### src/rtl/seq_pattern_detector_pkg.sv
// Shared types and helpers for the programmable sequence detector.
package seq_det_pkg;

  // Widest symbol and widest flattened pattern the helper below can address.
  localparam int MAX_SYM_W    = 8;
  localparam int MAX_PAT_BITS = 64;

  typedef enum logic [1:0] {
    S_IDLE = 2'd0,
    S_FILL = 2'd1,
    S_HUNT = 2'd2
  } state_t;

  // Extract symbol idx (0 = oldest/first) of a flattened pattern, zero-extended to MAX_SYM_W.
  function automatic logic [MAX_SYM_W-1:0] pat_sym(
    input logic [MAX_PAT_BITS-1:0] pat,
    input int unsigned             idx,
    input int unsigned             sym_w
  );
    logic [MAX_PAT_BITS-1:0] shifted;
    logic [MAX_SYM_W-1:0]    mask;
    shifted = pat >> (idx * sym_w);
    mask    = '0;
    for (int unsigned b = 0; b < MAX_SYM_W; b++) begin
      if (b < sym_w) mask[b] = 1'b1;
    end
    return shifted[MAX_SYM_W-1:0] & mask;
  endfunction

endpackage

### src/rtl/seq_pattern_detector_if.sv
// Symbol stream, configuration and status bundle of the sequence detector.
interface seq_det_if #(
  parameter int SYM_W   = 2,
  parameter int PAT_LEN = 4,
  parameter int CNT_W   = 8
);
  logic                     sym_valid;
  logic [SYM_W-1:0]         sym;
  logic                     cfg_load;
  logic [PAT_LEN*SYM_W-1:0] cfg_pattern;
  logic                     cfg_overlap;
  logic                     cfg_collapse;
  logic                     match;
  logic [CNT_W-1:0]         match_count;
  logic                     armed;

  // Source of symbols and configuration.
  modport master (
    output sym_valid, sym, cfg_load, cfg_pattern, cfg_overlap, cfg_collapse,
    input  match, match_count, armed
  );

  // The detector itself.
  modport slave (
    input  sym_valid, sym, cfg_load, cfg_pattern, cfg_overlap, cfg_collapse,
    output match, match_count, armed
  );
endinterface

### src/rtl/seq_pattern_detector_sym_history.sv
// Shift register holding the last PAT_LEN accepted symbols; slot 0 is the oldest.
module sym_history #(
  parameter int SYM_W   = 2,
  parameter int PAT_LEN = 4
) (
  input  logic                     clk,
  input  logic                     rst,
  input  logic                     shift_en,
  input  logic                     clear,
  input  logic [SYM_W-1:0]         sym_in,
  output logic [PAT_LEN*SYM_W-1:0] hist_flat
);

  logic [SYM_W-1:0] slot_reg [PAT_LEN];

  // New symbols enter at the newest slot and age towards slot 0.
  always_ff @(posedge clk) begin
    if (rst || clear) begin
      for (int i = 0; i < PAT_LEN; i++) slot_reg[i] <= '0;
    end else if (shift_en) begin
      for (int i = 0; i < PAT_LEN - 1; i++) slot_reg[i] <= slot_reg[i+1];
      slot_reg[PAT_LEN-1] <= sym_in;
    end
  end

  genvar gi;
  for (gi = 0; gi < PAT_LEN; gi++) begin : g_flat
    assign hist_flat[gi*SYM_W +: SYM_W] = slot_reg[gi];
  end

endmodule

### src/rtl/seq_pattern_detector.sv
// Programmable symbol-sequence detector: FSM, fill counter, collapse filter,
// post-shift comparator and saturating match counter.
module seq_pattern_detector
  import seq_det_pkg::*;
#(
  parameter int SYM_W   = 2,
  parameter int PAT_LEN = 4,
  parameter int CNT_W   = 8
) (
  input logic clk,
  input logic rst,
  seq_det_if.slave bus
);

  localparam int PAT_BITS = PAT_LEN * SYM_W;
  localparam int FILL_W   = $clog2(PAT_LEN + 1);
  localparam logic [FILL_W-1:0] FILL_LAST = FILL_W'(PAT_LEN - 1);
  localparam logic [FILL_W-1:0] FILL_FULL = FILL_W'(PAT_LEN);

  state_t              state_reg, state_next;
  logic [FILL_W-1:0]   fill_reg, fill_next;
  logic [SYM_W-1:0]    last_reg;
  logic                last_valid_reg;
  logic                match_reg;
  logic [CNT_W-1:0]    count_reg;
  logic [PAT_BITS-1:0] cfg_pattern_reg;
  logic                cfg_overlap_reg;
  logic                cfg_collapse_reg;

  logic                hist_shift, hist_clear;
  logic [PAT_BITS-1:0] hist_flat;
  logic [PAT_BITS-1:0] hist_next;
  logic [PAT_LEN-1:0]  sym_eq;
  logic                pat_eq, accept, fill_done, hit;

  sym_history #(.SYM_W(SYM_W), .PAT_LEN(PAT_LEN)) u_hist (
    .clk      (clk),
    .rst      (rst),
    .shift_en (hist_shift),
    .clear    (hist_clear),
    .sym_in   (bus.sym),
    .hist_flat(hist_flat)
  );

  // Compare the history as it will look after this symbol shifts in.
  assign hist_next = {bus.sym, hist_flat[PAT_BITS-1:SYM_W]};

  genvar gi;
  for (gi = 0; gi < PAT_LEN; gi++) begin : g_cmp
    assign sym_eq[gi] = (pat_sym(MAX_PAT_BITS'(cfg_pattern_reg), gi, SYM_W)
                         == MAX_SYM_W'(hist_next[gi*SYM_W +: SYM_W]));
  end
  assign pat_eq = &sym_eq;

  // Symbol acceptance (with repeat collapse) and match detection.
  always_comb begin
    accept    = bus.sym_valid && (state_reg != S_IDLE) && !bus.cfg_load &&
                !(cfg_collapse_reg && last_valid_reg && (bus.sym == last_reg));
    fill_done = (state_reg == S_FILL) && (fill_reg == FILL_LAST);
    hit       = accept && pat_eq && ((state_reg == S_HUNT) || fill_done);
  end

  // Next-state, fill count and history control.
  always_comb begin
    state_next = state_reg;
    fill_next  = fill_reg;
    hist_shift = 1'b0;
    hist_clear = 1'b0;
    if (bus.cfg_load) begin
      state_next = S_FILL;
      fill_next  = '0;
      hist_clear = 1'b1;
    end else begin
      case (state_reg)
        S_IDLE: ;
        S_FILL: begin
          if (accept) begin
            hist_shift = 1'b1;
            if (!fill_done) begin
              fill_next = fill_reg + FILL_W'(1);
            end else if (hit && !cfg_overlap_reg) begin
              fill_next = '0;
            end else begin
              state_next = S_HUNT;
              fill_next  = FILL_FULL;
            end
          end
        end
        S_HUNT: begin
          if (accept) begin
            hist_shift = 1'b1;
            if (hit && !cfg_overlap_reg) begin
              state_next = S_FILL;
              fill_next  = '0;
            end
          end
        end
        default: begin
          state_next = S_IDLE;
          fill_next  = '0;
        end
      endcase
    end
  end

  // State, fill count and registered match pulse.
  always_ff @(posedge clk) begin
    if (rst) begin
      state_reg <= S_IDLE;
      fill_reg  <= '0;
      match_reg <= 1'b0;
    end else begin
      state_reg <= state_next;
      fill_reg  <= fill_next;
      match_reg <= hit;
    end
  end

  // Configuration capture, last-accepted-symbol tracking and saturating counter.
  always_ff @(posedge clk) begin
    if (rst) begin
      cfg_pattern_reg  <= '0;
      cfg_overlap_reg  <= 1'b0;
      cfg_collapse_reg <= 1'b0;
      last_reg         <= '0;
      last_valid_reg   <= 1'b0;
      count_reg        <= '0;
    end else if (bus.cfg_load) begin
      cfg_pattern_reg  <= bus.cfg_pattern;
      cfg_overlap_reg  <= bus.cfg_overlap;
      cfg_collapse_reg <= bus.cfg_collapse;
      last_reg         <= '0;
      last_valid_reg   <= 1'b0;
      count_reg        <= '0;
    end else begin
      if (accept) begin
        last_reg       <= bus.sym;
        last_valid_reg <= 1'b1;
      end
      if (hit && (count_reg != {CNT_W{1'b1}})) count_reg <= count_reg + CNT_W'(1);
    end
  end

  assign bus.match       = match_reg;
  assign bus.match_count = count_reg;
  assign bus.armed       = (state_reg != S_IDLE);

endmodule
### src/flat_wrapper.sv
// flat-port wrapper written by rule: the top's interface ports become plain ports
module seq_pattern_detector_flat import seq_det_pkg::*;
#(
  parameter int SYM_W   = 2,
  parameter int PAT_LEN = 4,
  parameter int CNT_W   = 8
)
  (clk, rst, bus_sym_valid, bus_sym, bus_cfg_load, bus_cfg_pattern, bus_cfg_overlap, bus_cfg_collapse, bus_match, bus_match_count, bus_armed);
  seq_det_if #(.SYM_W(SYM_W), .PAT_LEN(PAT_LEN), .CNT_W(CNT_W)) bus_i ();
  input logic clk;
  input logic rst;
  input wire logic [$bits(bus_i.sym_valid)-1:0] bus_sym_valid;
  input wire logic [$bits(bus_i.sym)-1:0] bus_sym;
  input wire logic [$bits(bus_i.cfg_load)-1:0] bus_cfg_load;
  input wire logic [$bits(bus_i.cfg_pattern)-1:0] bus_cfg_pattern;
  input wire logic [$bits(bus_i.cfg_overlap)-1:0] bus_cfg_overlap;
  input wire logic [$bits(bus_i.cfg_collapse)-1:0] bus_cfg_collapse;
  output wire logic [$bits(bus_i.match)-1:0] bus_match;
  output wire logic [$bits(bus_i.match_count)-1:0] bus_match_count;
  output wire logic [$bits(bus_i.armed)-1:0] bus_armed;
  assign bus_i.sym_valid = bus_sym_valid;
  assign bus_i.sym = bus_sym;
  assign bus_i.cfg_load = bus_cfg_load;
  assign bus_i.cfg_pattern = bus_cfg_pattern;
  assign bus_i.cfg_overlap = bus_cfg_overlap;
  assign bus_i.cfg_collapse = bus_cfg_collapse;
  assign bus_match = bus_i.match;
  assign bus_match_count = bus_i.match_count;
  assign bus_armed = bus_i.armed;
  seq_pattern_detector #(.SYM_W(SYM_W), .PAT_LEN(PAT_LEN), .CNT_W(CNT_W)) u_core (.clk(clk), .rst(rst), .bus(bus_i));
endmodule
### config.mk
export PLATFORM = sky130hd
export DESIGN_NAME = seq_pattern_detector_flat
export DESIGN_NICKNAME = d
export VERILOG_FILES = /design/src/rtl/seq_pattern_detector_pkg.sv /design/src/rtl/seq_pattern_detector_if.sv /design/src/rtl/seq_pattern_detector_sym_history.sv /design/src/rtl/seq_pattern_detector.sv /design/src/flat_wrapper.sv
export SDC_FILE = /design/constraint.sdc
export NUM_CORES = 1
export LEC_CHECK = 0
export CAP_MARGIN = 20
export CORE_MARGIN = 2
export CORE_UTILIZATION = 40
export CTS_BUF_LIST = sky130_fd_sc_hd__clkbuf_8
export DETAILED_ROUTE_END_ITERATION = 6
export DONT_BUFFER_PORTS = 1
export MAX_ROUTING_LAYER = met4
export REMOVE_ABC_BUFFERS = 1
export SETUP_SLACK_MARGIN = 0.15
export SLEW_MARGIN = 20
export SYNTH_ARGS = -nofsm -noshare
export SYNTH_HDL_FRONTEND = slang
export SYNTH_SLANG_ARGS = --single-unit
export TNS_END_PERCENT = 50
### constraint.sdc
create_clock -name clk -period 3.43 [get_ports clk]
set_input_delay 0.343 -clock clk [delete_from_list [all_inputs] [get_ports clk]]
set_output_delay 0.343 -clock clk [all_outputs]
set_load 0.01 [all_outputs]
# Word level (Yosys, flattened, before mapping)
# Memory sizes are Yosys's and may differ from the RTL's.
# Cells that the tools add are included.
classes:
  bitwise: 5
  addsub: 2
  n_eq_ne: 20
  n_reduce_logical: 23
  n_mux: 26
op_table:
  columns: ["cell", "count"]
  rows:
  - ["2-bit two-way mux", 9]
  - ["3-bit two-way mux", 5]
  - ["6-bit AND reduction", 2]
  - ["2-bit equality test", 5]
  - ["1-bit logical AND", 10]
  - ["1-bit two-way mux", 10]
  - ["3-bit by 2-bit != test with 1-bit output, second input constant", 3]
  - ["3-bit case mux with 3 select lines", 1]
  - ["8-bit by 1-bit adder with 8-bit output, second input constant", 1]
  - ["8-bit != test, second input constant", 1]
  - ["4-bit AND reduction", 2]
  - ["2-bit by 1-bit != test with 1-bit output, second input constant", 3]
  - ["2-bit != test, second input constant", 3]
  - ["3-bit != test, second input constant", 2]
  - ["2-bit case mux with 3 select lines", 1]
  - ["1-bit bitwise OR", 4]
  - ["2-bit OR reduction", 2]
  - ["3-bit by 1-bit adder with 3-bit output, second input constant", 1]
  - ["3-bit by 2-bit equality test with 1-bit output, second input constant", 1]
  - ["1-bit logical NOT", 3]
  - ["2-bit by 1-bit equality test with 1-bit output, second input constant", 1]
  - ["2-bit equality test, second input constant", 1]
  - ["2-bit logical NOT", 1]
  - ["1-bit logical OR", 2]
  - ["2 further kinds", 2]
totals:
  memories: 1
  word_cells: 87
  mem_bits_rw: 8
  register_bits: 27
  in_bits: 16
mem_list:
  columns: ["name", "words", "word_bits", "rd", "rd_clocked_by_memory_dff", "wr", "line", "source"]
  rows:
  - ["u_core.u_hist.slot_reg", 4, 2, 3, 0, 4, "seq_pattern_detector_sym_history.sv:14", "logic [SYM_W-1:0] slot_reg [PAT_LEN];"]

# Logic depth before layout (Yosys ltp)
logic_depth:
  word_depth: 12
  mapped_depth: 8
  depth_no_buf: 7

# Modules after synthesis
# Synthesis repeated with hierarchy kept, for this count alone.
hier_totals:
  cells_unflattened: 169
  area_unflattened_um2: 1737.9
by_module_without_submodules:
  columns: ["module", "cells_each", "seq_area_each_um2", "area_each_um2", "n_inst"]
  rows:
  - ["seq_pattern_detector", 152, 540.5, 1391.3, 1]
  - ["sym_history", 17, 240.2, 346.6, 1]

# Least setup slack after synthesis
# No wires, ideal clock.
synth_timing:
  kind: "register to register"
  start: "reg u_core.state_reg[0]"
  end: "reg u_core.count_reg[7] (netlist: u_core.bus.match_count[7])"
  setup_ps: 132
  arrival_time_ps: 2010
  path_slack_ps: 1288
  stages_incl_launch_ff: 9
  required_time_ps: 3298
  path_cell_list: "dfxtp_1 -> inv_1 -> ha_1 -> or3b_1 -> a31oi_1 -> nand4_2 -> buf_2 -> o41ai_1 -> a21oi_1"
synth_between:
  elab_chain_cells: 7
  word_cells_on_any_way: 11
  cone_classes: "2 x eq/ne; 9 x reduce/logical"
synth_rtl:
  columns: ["item", "line", "source"]
  rows:
  - ["start: declaration", "seq_pattern_detector.sv:20", "state_t state_reg, state_next;"]
  - ["start signal: assignment", "seq_pattern_detector.sv:113", "state_reg <= state_next;"]
  - ["2-bit nonzero test", "seq_pattern_detector.sv:57", "accept = bus.sym_valid && (state_reg != S_IDLE) && !bus.cfg_load &&"]
  - ["1-bit logical AND (3 in a row)", "seq_pattern_detector.sv:57", null]
  - ["1-bit logical AND", "seq_pattern_detector.sv:60", "hit = accept && pat_eq && ((state_reg == S_HUNT) || fill_done);"]
  - ["1-bit logical AND *", "seq_pattern_detector.sv:60", null]
  - ["1-bit logical AND *", "seq_pattern_detector.sv:140", "if (hit && (count_reg != {CNT_W{1'b1}})) count_reg <= count_reg + CNT_W'(1);"]
  - ["end signal: assignment", "seq_pattern_detector.sv:140", null]
  - ["end: declaration", "seq_pattern_detector.sv:25", "logic [CNT_W-1:0] count_reg;"]
# Every way passes the cells marked *; elsewhere a longest branch is shown, timed or not.
# A chain may end at the register's enable or synchronous reset.

# Worst setup path in the final report
layout_timing:
  start: "reg u_core.state_reg[0]"
  end: "reg u_core.count_reg[3] (netlist: u_core.bus.match_count[3])"
# Same word-level chain as after synthesis.

==> impl_metrics.ini <==
[run_status]
outcome = finished clean

[yosys]
yosysWarnings = 0
netlist_top_cells_area = dfxtp_1, edfxtp_1, mux2i_1
synthMostInstantiatedCell = dfxtp_1
netlist_instances = 170
synth-seq-cells = 33
avgSynthCellArea_um2 = 9.65
synth_edf_count = 6
synth.distinct_cells = 42
netlist.area_leader.share = 0.330
synthArstFlopShare = 0
ys_seq_area_frac = 0.439
synth_ff_type = dfxtp_1
yosys-top-cells-count = dfxtp_1, nor2_1, mux2i_1, a21oi_1, inv_1
synth_area_um2 = 1640
yosysTopAreaCell = dfxtp_1

[detailed_routing]
wire_per_inst_um = 14.6
postRouteAntennaNets = 0
drc = 0
num_vias = 1228
drtPass1Iterations = 4
wl_um = 3230
via_per_inst = 5.56
drtIter0Drc = 60

[floorplanning]
die_x_um = 68.0
die-area_um2 = 4630
ios = 26
die_y_um = 68.0
num_rows = 23
initial_core_util = 0.413
core_area_um2 = 3970

[pwr]
p_per_area_nw_per_um2 = 427
p_leak_nw = 0.663
vdd_drop_max_mv = 0.233

[setup_path]
cp_max_fo = 16
cp_cell_sequence = inv_1 > ha_1 > or3b_1 > a31oi_1 > nand4_2 > or4_1 > a21oi_1
path_delay_family = simple AND/OR/NAND/NOR gates
critPathKind = reg -> reg
critical_path.max_stage_delay_ps = 620
crit_required_ps = 3640
cp-end-kind = flop
crit_slowest_cell = or4_1
crit_buf_inv = 1
start_kind = flop
worstPathArrival_ps = 2870

[global_route]
antenna_found_initial = 0
grt_max_degree = 17
grt_pass1_wl_um = 5370
grt-ovfl-total = 0
grt_pass1_vias = 1170
grt.total_usage = 0.162

[timing]
finalSetupTns_ps = 0
worst_pin_slew_ps = 594
final_max_slew_viol_count = 0
slew_headroom = 0.603
finalSetupViolCount = 0
period_share = 0.777
rsz0062_at_grt = false
achievable-frequency_mhz = 375
min_period_ps = 2670
clock_skew_ps = 8.44
whs_ps = 123
fin_ws_ps = 765
hold_violations = 0

[job]
maxCapViolations = 0

[clocking]
postCtsHoldBufs = 0
clock-sinks = 33
htreeDepth = 2
post_cts_resized = 0
clk_pin_slew_ps = 70
root_buffer = clkbuf_8
clk_latency_ps = 280
cts_setup_buffers = 0
cts_tree = built
cts_buffers = 5
clk_path_buf_depth = 2

[hold_path]
hp-class = in -> reg

[cells_and_area]
fill_cells = 393
diodes = 0
multi_input_area_um2 = 857
register_area_um2 = 721
final_cells = 221
syn2layout_area_growth_pct = 6.94
drive_gt1_frac = 0.0585
num-nets-final = 193

[place]
dp_slack_ps = 828
dp.final_hpwl_um = 2380
portBuffers = 0
dp.cells = 213
gp_congestion = 0.783
cells in the final DEF (no fill, tap or decap), types with 2 or more instances in the layout:
master	count
clkbuf_8	5
and2_1	7
a211oi_1	2
or3_1	3
ha_1	7
or4_1	3
nand3_1	7
edfxtp_1	6
nor2_1	21
inv_1	11
or3b_1	2
a41oi_1	2
xnor2_1	2
nand4_1	2
o31ai_1	3
dfxtp_1	27
nor4_2	2
mux2i_1	14
o21ai_0	2
nand2_1	7
a21oi_1	10
xor2_1	8
report_power, final:
group | switching [W] | leakage [nW] | internal (W)
sequential | 0.00000924 | 0.287 | 0.000408
combinational | 0.0000370 | 0.328 | 0.0000269
clock | 0.000133 | 0.0482 | 0.000135
total | 0.000180 | 0.663 | 0.000570
routing by layer:
metal  track usage  part of all wire
met5             -                 0
met4        0.0550             0.011
met3        0.0543             0.047
met2         0.240              0.46
met1         0.207              0.48
through the flow:
stage / instance area (um2) / total power [W] / utilization
2_1_floorplan: 1610 / 0.000475 / -
3_3_place_gp: 1670 / 0.000487 / 0.422
3_5_place_dp: 1670 / 0.000489 / 0.422
4_1_cts: 1750 / 0.000757 / 0.442
5_1_grt: 1750 / 0.000785 / 0.442
6_report: 1750 / 0.000749 / 0.442
worst reg2reg max path: stages, from the launching register on:
cell	delay (ps)
dfxtp_1	390
inv_1	80
ha_1	270
or3b_1	410
a31oi_1	290
nand4_2	370
or4_1	620
a21oi_1	170
cell families after synthesis:
kind of cell    share of synthesized area
simple gates                        0.198
flops                               0.439
compound gates                      0.132
buf+inv                            0.0381
mux                                0.0854
xor+xnor                           0.0534
fa+ha+maj                          0.0534
area by class of cell:
| cell class | count | area share |
|---|---|---|
| Inverter | 9 | 0.0193 |
| Tap cell | 50 | 0.0357 |
| Multi-Input combinational cell | 121 | 0.489 |
| Clock inverter | 3 | 0.00642 |
| Clock buffer | 5 | 0.0392 |
| Sequential cell | 33 | 0.411 |
path summary, 6_finish.rpt:
path | slack [ps] | from | cells after the start | end
max | 760 | u_core.state_reg[0]$_SDFFE_PP0P_ | 7 | u_core.bus.match_count[3]$_SDFFE_PP0P_
max reg2reg | 760 | u_core.state_reg[0]$_SDFFE_PP0P_ | 7 | u_core.bus.match_count[3]$_SDFFE_PP0P_
min reg2reg | 460 | u_core.fill_reg[2]$_SDFFE_PP0P_ | 2 | u_core.fill_reg[2]$_SDFFE_PP0P_
min | 120 | rst | 1 | u_core.cfg_pattern_reg[6]$_SDFFE_PP0P_
(Power assumes the default switching activity.)
